`src/rtl/ita_softmax_sched_pkg.sv`:
```
// Shared types and constants for the softmax scheduler.
// The controller FSM states are enumerated here so that other blocks can decode them.
package ita_softmax_sched_pkg;

  typedef logic [15:0] counter_t;

  localparam int unsigned SoftFifoDepth = 4;
  localparam int unsigned SoftPipeLat   = 3;

  typedef enum logic [1:0] {
    SoftIdle,
    SoftAcc,
    SoftDrain,
    SoftStream
  } softmax_sched_state_e;

endpackage

```
`src/rtl/ita_softmax_sched.sv`:
```
// Softmax sequencer for one row block: accumulation grants with FIFO back-pressure,
// a drain wait for the divisions, then the normalisation stream.
//
// state      | meaning
// SoftIdle   | waiting for start_i
// SoftAcc    | granting accumulation beats, throttling last-tile beats on FIFO space
// SoftDrain  | waiting for the M-th division (softmax_done_i)
// SoftStream | granting normalisation stream beats
module ita_softmax_sched
  import ita_softmax_sched_pkg::*;
#(
  parameter int unsigned M         = 64,
  parameter int unsigned N         = 16,
  parameter int unsigned FifoDepth = SoftFifoDepth,
  parameter int unsigned PipeLat   = SoftPipeLat
) (
  input  logic                         clk_i,
  input  logic                         rst_ni,
  input  logic                         clear_i,
  input  logic                         start_i,
  input  counter_t                     tile_s_i,
  input  logic                         calc_req_i,
  output logic                         calc_en_o,
  input  logic                         fifo_full_i,
  input  logic [$clog2(FifoDepth)-1:0] fifo_usage_i,
  input  logic                         softmax_done_i,
  input  logic                         stream_req_i,
  output logic                         stream_en_o,
  output logic                         busy_o,
  output logic                         done_o
);

  localparam int unsigned Beats  = M * M / N;
  localparam int unsigned BeatW  = $clog2(Beats);
  localparam int unsigned OccW   = $clog2(FifoDepth) + 1;
  localparam logic [BeatW-1:0] LastBeat  = BeatW'(Beats - 1);
  localparam logic [BeatW-1:0] PushStart = BeatW'(Beats - M);
  localparam logic [OccW-1:0]  DepthOcc  = OccW'(FifoDepth);

  softmax_sched_state_e state_q, state_d;
  logic [BeatW-1:0]     beat_cnt_q;
  counter_t             tile_cnt_q, tile_s_q;
  logic [PipeLat-1:0]   inflight_q;

  logic            last_beat, last_tile, push_beat, calc_grant, stream_grant;
  logic [OccW-1:0] occ;

  function automatic logic [OccW-1:0] popcount(input logic [PipeLat-1:0] v);
    logic [OccW-1:0] c;
    c = '0;
    for (int i = 0; i < PipeLat; i++) c = c + OccW'(v[i]);
    return c;
  endfunction

  assign last_beat = (beat_cnt_q == LastBeat);
  assign last_tile = (tile_cnt_q == tile_s_q - counter_t'(1));
  assign push_beat = (state_q == SoftAcc) && last_tile && (beat_cnt_q >= PushStart);

  // Grants still in the datapath pipeline count as occupied; same-cycle pops are not credited.
  assign occ = (fifo_full_i ? DepthOcc : OccW'(fifo_usage_i)) + popcount(inflight_q);

  assign calc_grant   = (state_q == SoftAcc) && calc_req_i && (!push_beat || (occ < DepthOcc));
  assign stream_grant = (state_q == SoftStream) && stream_req_i;

  always_comb begin
    state_d = state_q;
    done_o  = 1'b0;
    unique case (state_q)
      SoftIdle:   if (start_i) state_d = SoftAcc;
      SoftAcc:    if (calc_grant && last_tile && last_beat) state_d = SoftDrain;
      SoftDrain:  if (softmax_done_i) state_d = SoftStream;
      SoftStream: begin
        if (stream_grant && last_tile && last_beat) begin
          done_o  = 1'b1;
          state_d = SoftIdle;
        end
      end
      default:    state_d = SoftIdle;
    endcase
  end

  assign calc_en_o   = calc_grant;
  assign stream_en_o = stream_grant;
  assign busy_o      = (state_q != SoftIdle);

  always_ff @(posedge clk_i or negedge rst_ni) begin
    if (!rst_ni) begin
      state_q    <= SoftIdle;
      beat_cnt_q <= '0;
      tile_cnt_q <= '0;
      tile_s_q   <= '0;
      inflight_q <= '0;
    end else if (clear_i) begin
      state_q    <= SoftIdle;
      beat_cnt_q <= '0;
      tile_cnt_q <= '0;
      tile_s_q   <= '0;
      inflight_q <= '0;
    end else begin
      state_q    <= state_d;
      inflight_q <= {inflight_q[PipeLat-2:0], calc_grant & push_beat};
      if ((state_q == SoftIdle) && start_i) begin
        tile_s_q   <= tile_s_i;
        beat_cnt_q <= '0;
        tile_cnt_q <= '0;
      end else if ((state_q == SoftDrain) && softmax_done_i) begin
        beat_cnt_q <= '0;
        tile_cnt_q <= '0;
      end else if (calc_grant || stream_grant) begin
        if (last_beat) begin
          beat_cnt_q <= '0;
          tile_cnt_q <= last_tile ? '0 : tile_cnt_q + counter_t'(1);
        end else begin
          beat_cnt_q <= beat_cnt_q + BeatW'(1);
        end
      end
    end
  end

endmodule
```
`config.mk`:
```
export PLATFORM = sky130hd
export DESIGN_NAME = ita_softmax_sched
export DESIGN_NICKNAME = d
export VERILOG_FILES = /design/src/rtl/ita_softmax_sched_pkg.sv /design/src/rtl/ita_softmax_sched.sv
export SDC_FILE = /design/constraint.sdc
export NUM_CORES = 1
export LEC_CHECK = 0
export BUFFER_PORTS_ARGS = -buffer_cell sky130_fd_sc_hd__buf_4
export CORE_ASPECT_RATIO = 1.5
export CORE_MARGIN = 8
export CORE_UTILIZATION = 40
export CTS_CLUSTER_DIAMETER = 50
export CTS_CLUSTER_SIZE = 14
export DETAILED_ROUTE_END_ITERATION = 16
export GPL_TIMING_DRIVEN = 0
export PLACE_DENSITY = 0.67
export SYNTH_ARGS = -nofsm -noshare
export SYNTH_HDL_FRONTEND = slang
export SYNTH_SLANG_ARGS = --single-unit
```
`constraint.sdc`:
```
create_clock -name clk_i -period 3.7 [get_ports clk_i]
set_clock_uncertainty 0.15 [all_clocks]
set_input_delay 0.555 -clock clk_i [delete_from_list [all_inputs] [get_ports clk_i]]
set_output_delay 0.555 -clock clk_i [all_outputs]
set_load 0.05 [all_outputs]
```
; ---- After elaboration in Yosys (flattened, before gate mapping)
; Index checks and enable logic that the tools add are counted.
[op_classes]
addsub = 6
n_reduce_logical = 21
order_cmp = 2
n_eq_ne = 9
bitwise_logic = 1
mux = 23
[op_table]
columns = operator, n
row1 = $mux W16, 8
row2 = $mux W8, 5
row3 = $add A16 B1 Y16 const B, 1
row4 = $eq A16 B16 Y1, 1
row5 = $sub A16 B1 Y16 const B, 1
row6 = $logic_and A1 B1 Y1, 11
row7 = $mux W2, 5
row8 = $add A8 B1 Y8 const B, 1
row9 = $eq A8 B8 Y1 const B, 1
row10 = $ge A8 B8 Y1 const B, 1
row11 = $pmux W2 S4, 1
row12 = $reduce_bool A4 Y1, 2
row13 = $mux W3, 2
row14 = $ne A3 B2 Y1 const B, 2
row15 = $ne A3 B3 Y1 const B, 2
row16 = $eq A2 B2 Y1 const B, 2
row17 = $reduce_and A4 Y1, 1
row18 = $reduce_bool A2 Y1, 2
row19 = $add A2 B1 Y3, 1
row20 = $add A3 B3 Y3, 1
row21 = $lt A3 B3 Y1 const B, 1
row22 = $add A1 B1 Y2, 1
row23 = $eq A2 B1 Y1 const B, 1
row24 = $logic_not A2 Y1, 1
row25 = 5 further kinds, 7
[word_totals]
ff_bits = 45
word_cells = 67
input_bits = 26
output_inout_bits = 4

; ---- Logic depth before layout (Yosys ltp)
[depth]
depth_word = 12
mapped_depth = 14
mapped_depth_nobuf = 12

; ---- Worst setup path after synthesis
; OpenSTA, ideal clock, no wires.
[synth_timing]
path_type = register -> output
startpoint = register tile_s_q[0]
endpoint = output done_o
n_path_buf = 2
arrival_ns = 3.179
stages_incl_launch_ff = 12
path_slack_ns = -0.184
required_time_ns = 2.995
path_cell_list = dfrtp_1 > buf_6 > inv_1 > ha_1 > clkbuf_1 > nor3b_1 > nand2_1 > o32ai_1 > nand2_1 > nor4_2 > nand2_1 > nor3_1
[synth_via]
elab_chain_cells = 6
[synth_lines]
columns = element, line
row1 = from (decl), ita_softmax_sched.sv:42  ; counter_t tile_cnt_q, tile_s_q;
row2 = from (signal assigned), ita_softmax_sched.sv:103  ; tile_s_q <= tile_s_i;
row3 = $sub A16 B1 Y16, ita_softmax_sched.sv:56  ; assign last_tile = (tile_cnt_q == tile_s_q - counter_t'(1));
row4 = $eq A16 B16 Y1, ita_softmax_sched.sv:56
row5 = $logic_and A1 B1 Y1 (2 in a row), ita_softmax_sched.sv:73  ; if (stream_grant && last_tile && last_beat) begin
row6 = $mux W1, ita_softmax_sched.sv:73
row7 = $mux W1, ita_softmax_sched.sv:68  ; unique case (state_q)
row8 = to (decl), ita_softmax_sched.sv:30  ; output logic done_o
; Every way passes these cells.

; ---- Worst setup path after layout
[layout_timing]
startpoint = register tile_s_q[9]
endpoint = output calc_en_o
[layout_via]
elab_chain_cells = 7
[layout_lines]
columns = element, line
row1 = $sub A16 B1 Y16, ita_softmax_sched.sv:56
row2 = $eq A16 B16 Y1, ita_softmax_sched.sv:56
row3 = $logic_and A1 B1 Y1 (2 in a row), ita_softmax_sched.sv:57  ; assign push_beat = (state_q == SoftAcc) && last_tile && (beat_cnt_q >= PushStart);
row4 = $logic_not A1 Y1, ita_softmax_sched.sv:62  ; assign calc_grant = (state_q == SoftAcc) && calc_req_i && (!push_beat || (occ < DepthOcc));
row5 = $logic_or A1 B1 Y1, ita_softmax_sched.sv:62
row6 = $logic_and A1 B1 Y1, ita_softmax_sched.sv:62
row7 = to (decl), ita_softmax_sched.sv:23  ; output logic calc_en_o,
; Every way passes these cells.

==> flow_summary.ini <==
[global_route]
grt_pass1_wl_um = 13100
met3_usage_pct = 2.86
grt_pass1_vias = 2836
grt_max_degree = 46
antenna_found_initial = 0
grt.overflow.total = 0
top_usage_layer = met2
met1_usage_pct = 15.7
grt_usage_pct = 15.6
met2_usage_pct = 28.8

[synthesis]
yosys.area.top_type_share_pct = 36.7
synth_cells = 369
ys_types = 56
synth.net_count = 404
synth_area_leaders = dfrtp_1 37%, nand2_1 6.9%, a31oi_1 4.9%
ys_seq_area_share_pct = 36.7
synth.most_common_cell = nand2_1
syn_area_um2 = 3060
ys_top_cells_by_count = 56 x nand2_1, 45 x dfrtp_1, 26 x a21oi_1
yosys_warnings = 0
ys.flop_type = dfrtp_1
async_flop_share_pct = 100
synth_seq_cells = 45
synth.avg_cell_area_um2 = 8.30
yosysTopAreaCell = dfrtp_1
synth_edf_count = 0

[detailed_routing]
vias_per_cell = 5.61
wirelength_um = 8120
first_iter_violations = 145
wl_per_cell_um = 15.9
drt_pass1_iterations = 4
vias = 2869
ant_nets = 0
drc_errors = 0

[layout]
diodes = 0
fin_nets = 443
fillers = 771
drive_gt1_share_pct = 15.9
design_area_um2 = 3660
area_delta_synth_final_pct = 19.4
seqCellArea_um2 = 1130
fin_cells = 511
multi_input_area_um2 = 1850

[sta]
setup_viol = 0
relSlewSlack_pct = 61.5
max_slew.worst_pin.slew_ns = 0.578
hold_viol_final = 0
fmax_mhz = 277
fin_crit_sh_pct = 97.5
fin_tns_setup_ns = 0
finalMaxSlewViolations = 0
fin_crit_ns = 3.61

[floorplan]
ios = 30
start_util_pct = 40.8
die_height_um = 123
dieWidth_um = 87.5
row_count = 39
die-area_um2 = 10800
core_um2 = 7510

[pwr]
pwr_density_cell_nw_per_um2 = 519
peakVddDrop_uv = 314
p_total_mw = 1.90
leakagePower_nw = 1.56

[setup_path]
worstSetupEndpointType = output pin
worstSetupPathType = reg -> out
timing.rr.start = tile_s_q[9]
required_ns = 2.99
endpoint = calc_en_o
cp-start-kind = flip-flop
reg2reg_to = tile_cnt_q[9]
reg2reg_slack_ns = 0.15
crit_fanout = 9
cp.arrival_ns = 2.90
crit_start = tile_s_q[9]
reg2reg_depth = 11

[place]
place.gp.congestion = 0.906
placed_cells = 500
io_buffers = 29
dpl.hpwl_um = 6180
dpl_cell_area_um2 = 3410

[cts]
cts-buffers-inserted = 5
cts_buffer_depth = 2
cts_sinks = 45
cts_tree = done
htreeDepth = 2
path_clk_slew_ns = 0.06
clkLatencyLatePin_ns = 0.29
root_buffer = clkbuf_16

[worst_hold_path]
hold_class = in -> async

[run]
drv_cap = 0

[run_status]
outcome = complete, no violations
## cells by family (layout without fill, tap and decap cells)
kind of cell | Yosys count | count (layout) | share of synthesized area, %
buf+inv | 41 | 81 | 5.47
mux | 5 | 5 | 1.71
simple gates | 162 | 162 | 28.1
flops | 45 | 45 | 36.7
xor+xnor | 20 | 20 | 5.72
fa+ha+maj | 9 | 9 | 3.92
compound gates | 87 | 87 | 18.4
## layout make-up
cell class | count | share of cell area, %
clock inverters | 2 | 0.274
multi-input cells | 283 | 50.6
clock buffers | 6 | 3.52
inverters | 23 | 2.36
well taps | 102 | 3.49
repair buffers | 33 | 6.87
flip-flops and latches | 45 | 30.8
plain buffers | 17 | 2.12
## where the power goes
group	internal (mW)	total [mW]	switching (mW)
clock network	0.248	0.441	0.193
logic	0.329	0.869	0.539
registers	0.534	0.587	0.0527
## worst max-delay path, cell delays in order, from the launching register on
cell and delay (ns):
dfrtp_1 0.36, clkbuf_1 0.21, nor4_2 0.38, nand3b_1 0.20, or3_1 0.40, a221oi_2 0.41, nor4_4 0.08, a21o_1 0.24
inv_1 0.12, buf_4 0.21
## worst min path at each step
stage | from | end | cells past startpoint
3_3_place_gp | inflight_q[1] | inflight_q[2] | 2
6_report | rst_ni | inflight_q[2] | 1
4_1_cts | rst_ni | inflight_q[2] | 1
3_5_place_dp | inflight_q[1] | inflight_q[2] | 2
2_1_floorplan | rst_ni | beat_cnt_q[0] | 0
5_1_grt | rst_ni | inflight_q[2] | 1
## cell usage in the layout, fill, tap and decap left out, drive strengths merged, types with 2 or more instances in the layout
master,instances
nand2,56
dfrtp,45
buf,40
a21oi,27
a31oi,24
inv,23
xnor2,17
nand3,17
nor2,16
clkbuf,16
nand2b,12
o21ai,12
and3,11
nor3,10
ha,8
or3,6
nor4,6
nor2b,5
o211ai,4
nand3b,3
xor2,3
o2111ai,3
nand4b,3
mux2i,3
o221ai,3
nand4,3
or2,3
nor3b,3
and2,2
o2bb2ai,2
and4,2
a32o,2
clkinv,2
or4b,2
mux2,2
## state kept, by name (all words and copies together) (netlist names)
name,cells
tile_s_q,16
inflight_q,3
tile_cnt_q,16
state_q,2
beat_cnt_q,8
## stage by stage
stage               utilization (%)  setup slack [ns]  hold slack [ns]
floorplan                         -             0.216            0.109
global placement               45.4            0.0207            0.359
detailed placement             45.4           -0.0472            0.356
CTS                            47.6            0.0705            0.143
global route                   48.7          -0.00862            0.163
finish                         48.7            0.0920            0.106
## routing by layer
metal,vias to the layer above,wire (um)
met4,0,361
met2,65,4380
met3,30,232
met5,-,0
met1,1372,3150
li1,1402,-
## repair_timing
action,4_1_cts,5_1_grt
resized for setup,6,7
endpoints found under the hold margin,0,0
setup endpoints to repair,4,2
pin swaps,1,3
setup buffers,0,4
hold buffers,0,0
(Power assumes the default switching activity.)
